--- src/rtl/approx_mult_pkg.sv ---
// Purpose : shared FSM state encoding and derived-width helpers for approx_mult_stream.
// Latency : n/a (declarations only).
// Backpressure: n/a.
// Contents : state_t (IDLE/NORM/MUL/DENORM/OUT); cnt_w()/rem_w() width helpers;
//            CNT_W/REM_W evaluated for the default configuration (16/8/7).
package approx_mult_pkg;

  typedef enum logic [2:0] {
    IDLE   = 3'd0,
    NORM   = 3'd1,
    MUL    = 3'd2,
    DENORM = 3'd3,
    OUT    = 3'd4
  } state_t;

  // Width of a normalization shift counter able to hold 0..shift_max.
  function automatic int cnt_w(input int shift_max);
    return $clog2(shift_max + 1);
  endfunction

  // Width of the denormalization counter able to hold 0..2*(data_w-keep_w).
  function automatic int rem_w(input int data_w, input int keep_w);
    return $clog2(2 * (data_w - keep_w) + 1);
  endfunction

  localparam int CNT_W = cnt_w(7);
  localparam int REM_W = rem_w(16, 8);

endpackage

--- src/rtl/approx_norm_unit.sv ---
// Purpose : per-operand normalizer: shifts left until MSB set or SHIFT_MAX shifts done.
// Latency : one shift per cycle while step is high; done is combinational.
// Backpressure: none; the owning FSM holds step high only while in NORM.
// Ports   : clk/rst (sync, active-high); load/din start a new operand and clear cnt;
//           step advances one shift when not done; dat/cnt/done expose the state.
module approx_norm_unit
  import approx_mult_pkg::*;
#(
  parameter int DATA_W    = 16,
  parameter int SHIFT_MAX = 7,
  parameter int CW        = cnt_w(SHIFT_MAX)
) (
  input  logic              clk,
  input  logic              rst,
  input  logic              load,
  input  logic              step,
  input  logic [DATA_W-1:0] din,
  output logic [DATA_W-1:0] dat,
  output logic [CW-1:0]     cnt,
  output logic              done
);

  // A zero operand never sets its MSB, so the count limit is what ends it.
  assign done = dat[DATA_W-1] | (cnt == CW'(SHIFT_MAX));

  always_ff @(posedge clk) begin
    if (rst) begin
      dat <= '0;
      cnt <= '0;
    end else if (load) begin
      dat <= din;
      cnt <= '0;
    end else if (step && !done) begin
      dat <= {dat[DATA_W-2:0], 1'b0};
      cnt <= cnt + 1'b1;
    end
  end

endmodule

--- src/rtl/approx_mult_stream.sv ---
// Purpose : streaming approximate unsigned multiplier (normalize, KEEP_W x KEEP_W multiply, denormalize).
// Latency : (max(sa,sb)+1) + 1 + (rem+1) cycles from accept edge to out_valid; one pair in flight.
// Backpressure: in_ready only in IDLE; result held in OUT until out_ready, no same-cycle re-accept.
// Ports   : clk, rst (sync, active-high); in_valid/in_ready/in_a/in_b operand stream;
//           out_valid/out_ready/out_p result stream; busy high whenever not IDLE.
// Config  : APPROX_MULT_ROUND_EN selects round-half-up (saturating) instead of truncation
//           for the kept operand bits; latency is identical either way.
// Legal   : 0 < SHIFT_MAX <= DATA_W-KEEP_W, which keeps rem non-negative.
module approx_mult_stream
  import approx_mult_pkg::*;
#(
  parameter int DATA_W    = 16,
  parameter int KEEP_W    = 8,
  parameter int SHIFT_MAX = 7
) (
  input  logic                clk,
  input  logic                rst,
  input  logic                in_valid,
  output logic                in_ready,
  input  logic [DATA_W-1:0]   in_a,
  input  logic [DATA_W-1:0]   in_b,
  output logic                out_valid,
  input  logic                out_ready,
  output logic [2*DATA_W-1:0] out_p,
  output logic                busy
);

  localparam int CW   = cnt_w(SHIFT_MAX);
  localparam int RW   = rem_w(DATA_W, KEEP_W);
  localparam int PW   = 2 * DATA_W;
  localparam int LOSS = DATA_W - KEEP_W;

  state_t state, state_nxt;

  logic [DATA_W-1:0]   reg_a, reg_b;
  logic [CW-1:0]       sa, sb;
  logic                done_a, done_b;
  logic                accept;
  logic [KEEP_W-1:0]   ta, tb;
  logic [2*KEEP_W-1:0] mul;
  logic [PW-1:0]       prod;
  logic [RW-1:0]       rem, rem_init;
  logic                unused_lsbs;

  assign in_ready  = (state == IDLE);
  assign out_valid = (state == OUT);
  assign busy      = (state != IDLE);
  assign accept    = in_valid && in_ready;
  assign out_p     = prod;

  approx_norm_unit #(.DATA_W(DATA_W), .SHIFT_MAX(SHIFT_MAX), .CW(CW)) u_norm_a (
    .clk  (clk),
    .rst  (rst),
    .load (accept),
    .step (state == NORM),
    .din  (in_a),
    .dat  (reg_a),
    .cnt  (sa),
    .done (done_a)
  );

  approx_norm_unit #(.DATA_W(DATA_W), .SHIFT_MAX(SHIFT_MAX), .CW(CW)) u_norm_b (
    .clk  (clk),
    .rst  (rst),
    .load (accept),
    .step (state == NORM),
    .din  (in_b),
    .dat  (reg_b),
    .cnt  (sb),
    .done (done_b)
  );

`ifdef APPROX_MULT_ROUND_EN
  // Add the first dropped bit; an all-ones field would wrap, so clamp it instead.
  logic [KEEP_W:0] sum_a, sum_b;
  always_comb begin
    sum_a = {1'b0, reg_a[DATA_W-1 -: KEEP_W]} + {{KEEP_W{1'b0}}, reg_a[LOSS-1]};
    sum_b = {1'b0, reg_b[DATA_W-1 -: KEEP_W]} + {{KEEP_W{1'b0}}, reg_b[LOSS-1]};
    ta    = sum_a[KEEP_W] ? {KEEP_W{1'b1}} : sum_a[KEEP_W-1:0];
    tb    = sum_b[KEEP_W] ? {KEEP_W{1'b1}} : sum_b[KEEP_W-1:0];
  end
`else
  assign ta = reg_a[DATA_W-1 -: KEEP_W];
  assign tb = reg_b[DATA_W-1 -: KEEP_W];
`endif

  // Dropped low bits only contribute through the rounding path.
  assign unused_lsbs = ^{reg_a[LOSS-1:0], reg_b[LOSS-1:0]};

  assign mul = {{KEEP_W{1'b0}}, ta} * {{KEEP_W{1'b0}}, tb};

  // Undo the implicit 2*LOSS truncation, less the normalization shifts already applied.
  assign rem_init = RW'(2 * LOSS) - RW'(sa) - RW'(sb);

  always_comb begin
    state_nxt = state;
    case (state)
      IDLE:    if (in_valid)         state_nxt = NORM;
      NORM:    if (done_a && done_b) state_nxt = MUL;
      MUL:                           state_nxt = DENORM;
      DENORM:  if (rem == '0)        state_nxt = OUT;
      OUT:     if (out_ready)        state_nxt = IDLE;
      default:                       state_nxt = IDLE;
    endcase
  end

  always_ff @(posedge clk) begin
    if (rst) begin
      state <= IDLE;
      prod  <= '0;
      rem   <= '0;
    end else begin
      state <= state_nxt;
      case (state)
        MUL: begin
          prod <= {{(PW - 2*KEEP_W){1'b0}}, mul};
          rem  <= rem_init;
        end
        DENORM: begin
          if (rem != '0) begin
            prod <= {prod[PW-2:0], 1'b0};
            rem  <= rem - 1'b1;
          end
        end
        default: ;
      endcase
    end
  end

endmodule

--- config.mk ---
export PLATFORM = sky130hd
export DESIGN_NAME = approx_mult_stream
export DESIGN_NICKNAME = d
export VERILOG_FILES = /design/src/rtl/approx_mult_pkg.sv /design/src/rtl/approx_norm_unit.sv /design/src/rtl/approx_mult_stream.sv
export SDC_FILE = /design/constraint.sdc
export NUM_CORES = 1
export LEC_CHECK = 0
export BUFFER_PORTS_ARGS = -buffer_cell sky130_fd_sc_hd__buf_2
export CORE_AREA = 5 5 112 114
export DETAILED_ROUTE_END_ITERATION = 12
export DIE_AREA = 0 0 117 119
export PLACE_DENSITY = 0.71
export SYNTH_ARGS = -nofsm -noshare
export SYNTH_HDL_FRONTEND = slang
export SYNTH_SLANG_ARGS = --single-unit
--- constraint.sdc ---
create_clock -name clk -period 10.94 [get_ports clk]
set_input_delay 1.094 -clock clk [delete_from_list [all_inputs] [get_ports clk]]
set_output_delay 1.094 -clock clk [all_outputs]
set_load 0.01 [all_outputs]
==> impl_metrics.py <==
metrics = {
    "global_route": {
        "grt_use_total_pct": 18.3,
        "grt_overflow": 0,
        "grt_max_degree": 74,
        "grt_pass1_vias": 4591,
        "antenna_found_initial": 0,
        "grt_pass1_wl_um": 20900,
    },
    "setup_path": {
        "cp_num_buf_inv": 3,
        "arrival_ns": 4.83,
        "path_common_cell": "fa_1",
        "reg2reg_slack_ns": 6.35,
        "crit_family": "adder cells",
        "worst_path_max_delay_cell": "fa_1",
        "crit_required_ns": 11.18,
        "path_cells": "nand2_1 > fa_1 > fa_1 > inv_1 > fa_1 > inv_1 > fa_1 > inv_1 > ha_1 > o211ai_1 > a21oi_1 > o21ai_0 > o221ai_1 > xnor2_1 > a221oi_1",
        "slowest_delay_ns": 0.55,
        "cp-start-kind": "flip-flop",
        "r2r_cells": 15,
        "r2r-end": "out_p[15]",
        "crit_fanout": 10,
        "rr_startpoint": "u_norm_a.dat[8]",
        "worstSetupEndpointType": "flip-flop",
        "critical_path_class": "reg -> reg",
    },
    "placement": {
        "dpl.hpwl_um": 9000,
        "routabilityCongestion": 0.844,
        "dpl_cell_area_mm2": 0.00594,
        "io_buffers": 70,
        "dpl_worst_slack_ns": 6.32,
    },
    "hold_path": {
        "holdPathEnd": "out_p[31]",
        "hold_path.startpoint": "out_p[31]",
        "whs_path_depth": 2,
        "hp-class": "reg -> reg",
    },
    "synth": {
        "syn_inst": 649,
        "ys_seq_area_share_pct": 28.0,
        "synth_area_mm2": 0.00558,
        "synth_area_leaders": "dfxtp_1, fa_1, ha_1, and2_1, mux2i_1",
        "synth_fp_nets": 769,
        "synth_top_area_cell": "dfxtp_1",
        "synth_area_per_cell_um2": 8.60,
        "ys_types": 43,
        "ys_ff_latch": 78,
        "yosys.area.top_type_share_pct": 28.0,
        "ys_warn_count": 0,
    },
    "power": {
        "seqPwrFrac_pct": 37.3,
        "p_int_mw": 0.637,
        "power.density_mw_per_mm2": 150,
        "total_power_mw": 0.939,
        "power_frac_comb_pct": 28.4,
        "ir_drop_mv": 0.101,
        "switching_share_pct": 32.1,
        "clkPwrFrac_pct": 34.3,
        "p_leak_nw": 3.03,
        "switchingPower_mw": 0.302,
    },
    "finish": {
        "fin_util_pct": 55.4,
        "insertedDiodeCount": 0,
        "drive_above_1_share_pct": 12.9,
        "area_growth_pct": 12.3,
        "finalInstanceArea_mm2": 0.00627,
        "fin_nets": 813,
    },
    "clocking": {
        "ctsLongestPathBuffers": 2,
        "postCtsSetupBuffers": 0,
        "hold_buffers": 0,
        "worstSkewPairLatency_ns": 0.33,
        "clock-sinks": 78,
        "tritoncts": "built",
        "clkTransAtPathRegs_ns": 0.06,
        "clock-root-buffer": "clkbuf_16",
        "cts_resized": 0,
        "cts_buffers": 9,
        "ctsHtreeMaxLevel": 3,
    },
    "detailed_routing": {
        "highest_layer": "met4",
        "drt-total-wl_um": 12000,
        "wl_met3_um": 309,
        "first_iter_violations": 192,
        "vias": 4494,
        "met1_length_um": 5230,
        "viasPerCell": 5.35,
        "drt-pass1-iter-count": 4,
        "ant_nets": 0,
        "drc": 0,
        "wl_per_cell_um": 14.3,
        "met2WireLength_um": 6310,
    },
    "run_status": {
        "status": "finished, final reports clean",
    },
    "sta": {
        "fin_crit_ns": 4.59,
        "fmax_ghz": 0.218,
        "setup_violations": 0,
        "finClkSkew_ns": 0.00452,
        "worst_slack_ns": 6.35,
        "rsz0062_at_grt": "false",
        "drv_slew": 0,
        "worstMarginPinSlew_ns": 1.14,
        "fin_crit_sh_pct": 42.0,
        "slew-limit-headroom_pct": 24.0,
        "hold_viol": 0,
        "setup_tns_ns": 0,
    },
    "floorplanning": {
        "fp.dieW_um": 117,
        "core_area_mm2": 0.0113,
        "start_util_pct": 49.3,
        "fp-row-count": 39,
        "die_height_um": 119,
        "die_area_mm2": 0.0139,
        "num_io_pins": 71,
    },
    "job": {
        "maxCapViolations": 0,
    },
}
## synth_stat cells, drive strengths merged
cell type and n:
a2111oi 1, a211o 1, a211oi 35, a21o 3
a21oi 41, a221oi 4, a22oi 1, a311oi 5
a31oi 1, a32oi 1, and2 53, and3b 1
buf 13, clkbuf 26, dfxtp 78, fa 37
ha 47, inv 61, mux2i 33, nand2 63
nand2b 5, nand3 21, nand3b 1, nand4 2
nand4bb 1, nor2 59, nor2b 1, nor3 12
nor3b 4, nor4 1, nor4b 1, o211ai 2
o21ai 12, o21bai 1, o221ai 1, o22ai 2
or3 4, or3b 1, xnor2 8, xor2 5
## tightest hold or removal path: cells and delay by family (launching register included)
kind | cells | cell delay (ns)
flip-flops | 1 | 0.31
AND/OR/NAND/NOR | 1 | 0.05
AO/OA/AOI/OAI | 1 | 0.05
## area by class of cell
cell class / count / area, um^2
fillers: 1084 / 5050
inverters: 61 / 229
repair buffers: 72 / 365
clock buffers: 12 / 256
multi-input cells: 471 / 3610
clock inverters: 3 / 67.6
flip-flops and latches: 78 / 1560
well taps: 143 / 179
## cell usage in the layout (no fill, tap or decap), types with 3 or more instances in the layout
cell type,netlist,routed
clkbuf_16,0,9
nand2b_1,5,5
nor3_1,12,12
ha_1,47,47
mux2i_1,33,33
buf_2,6,70
or3_1,4,4
nand3_1,21,21
a21o_1,3,3
fa_1,37,37
a311oi_1,5,5
a21oi_1,41,41
inv_1,61,61
nor3b_1,4,4
nor2_1,58,58
and2_1,53,53
xnor2_1,8,8
xor2_1,5,5
a211oi_1,35,35
nand2_1,63,62
a221oi_1,4,4
o21ai_0,12,12
dfxtp_1,78,78
## power by group through the flow
| stage | clock network, mW | logic, mW | registers (mW) |
|---|---|---|---|
| 4_1_cts | 0.330 | 0.272 | 0.350 |
| 2_1_floorplan | 0 | 0.221 | 0.339 |
| 5_1_grt | 0.342 | 0.307 | 0.356 |
| 3_5_place_dp | 0 | 0.268 | 0.356 |
| 3_3_place_gp | 0 | 0.264 | 0.353 |
| 6_report | 0.322 | 0.266 | 0.351 |
## metrics by stage
stage	cells	hold slack, ns
floorplan	649	0.447
global placement	825	0.441
finish	840	0.455
global route	840	0.487
CTS	840	0.458
detailed placement	825	0.450
## sequential cells by signal, summed over array words and instances (netlist names)
name          count
out_p            32
rem               5
state             3
u_norm_a.cnt      3
u_norm_a.dat     16
u_norm_b.cnt      3
u_norm_b.dat     16
## cells by family after synthesis
group           Yosys count  share of synthesized area, %
fa+ha+maj                84                          23.8
mux                      33                          5.92
buf+inv                 100                          7.40
xor+xnor                 13                          2.04
flops                    78                          28.0
simple gates            230                          20.1
compound gates          111                          12.8
## how the worst max path moves through the flow
stage	start	to	slack, ns	cells past startpoint
detailed placement	u_norm_a.dat[8]	out_p[15]	6.32	15
finish	u_norm_a.dat[8]	out_p[15]	6.35	15
global placement	u_norm_a.dat[8]	out_p[15]	6.49	15
floorplan	u_norm_b.dat[15]	out_p[15]	6.69	16
global route	u_norm_a.dat[8]	out_p[15]	6.02	15
CTS	u_norm_a.dat[8]	out_p[15]	6.32	15
## layer usage
metal  up-vias  track usage (%)
met4         0             5.23
met2        61             32.1
met3        10             2.99
li1       2264                -
met1      2159             23.0
met5         -                0
Power figures use the tool's default switching activity.
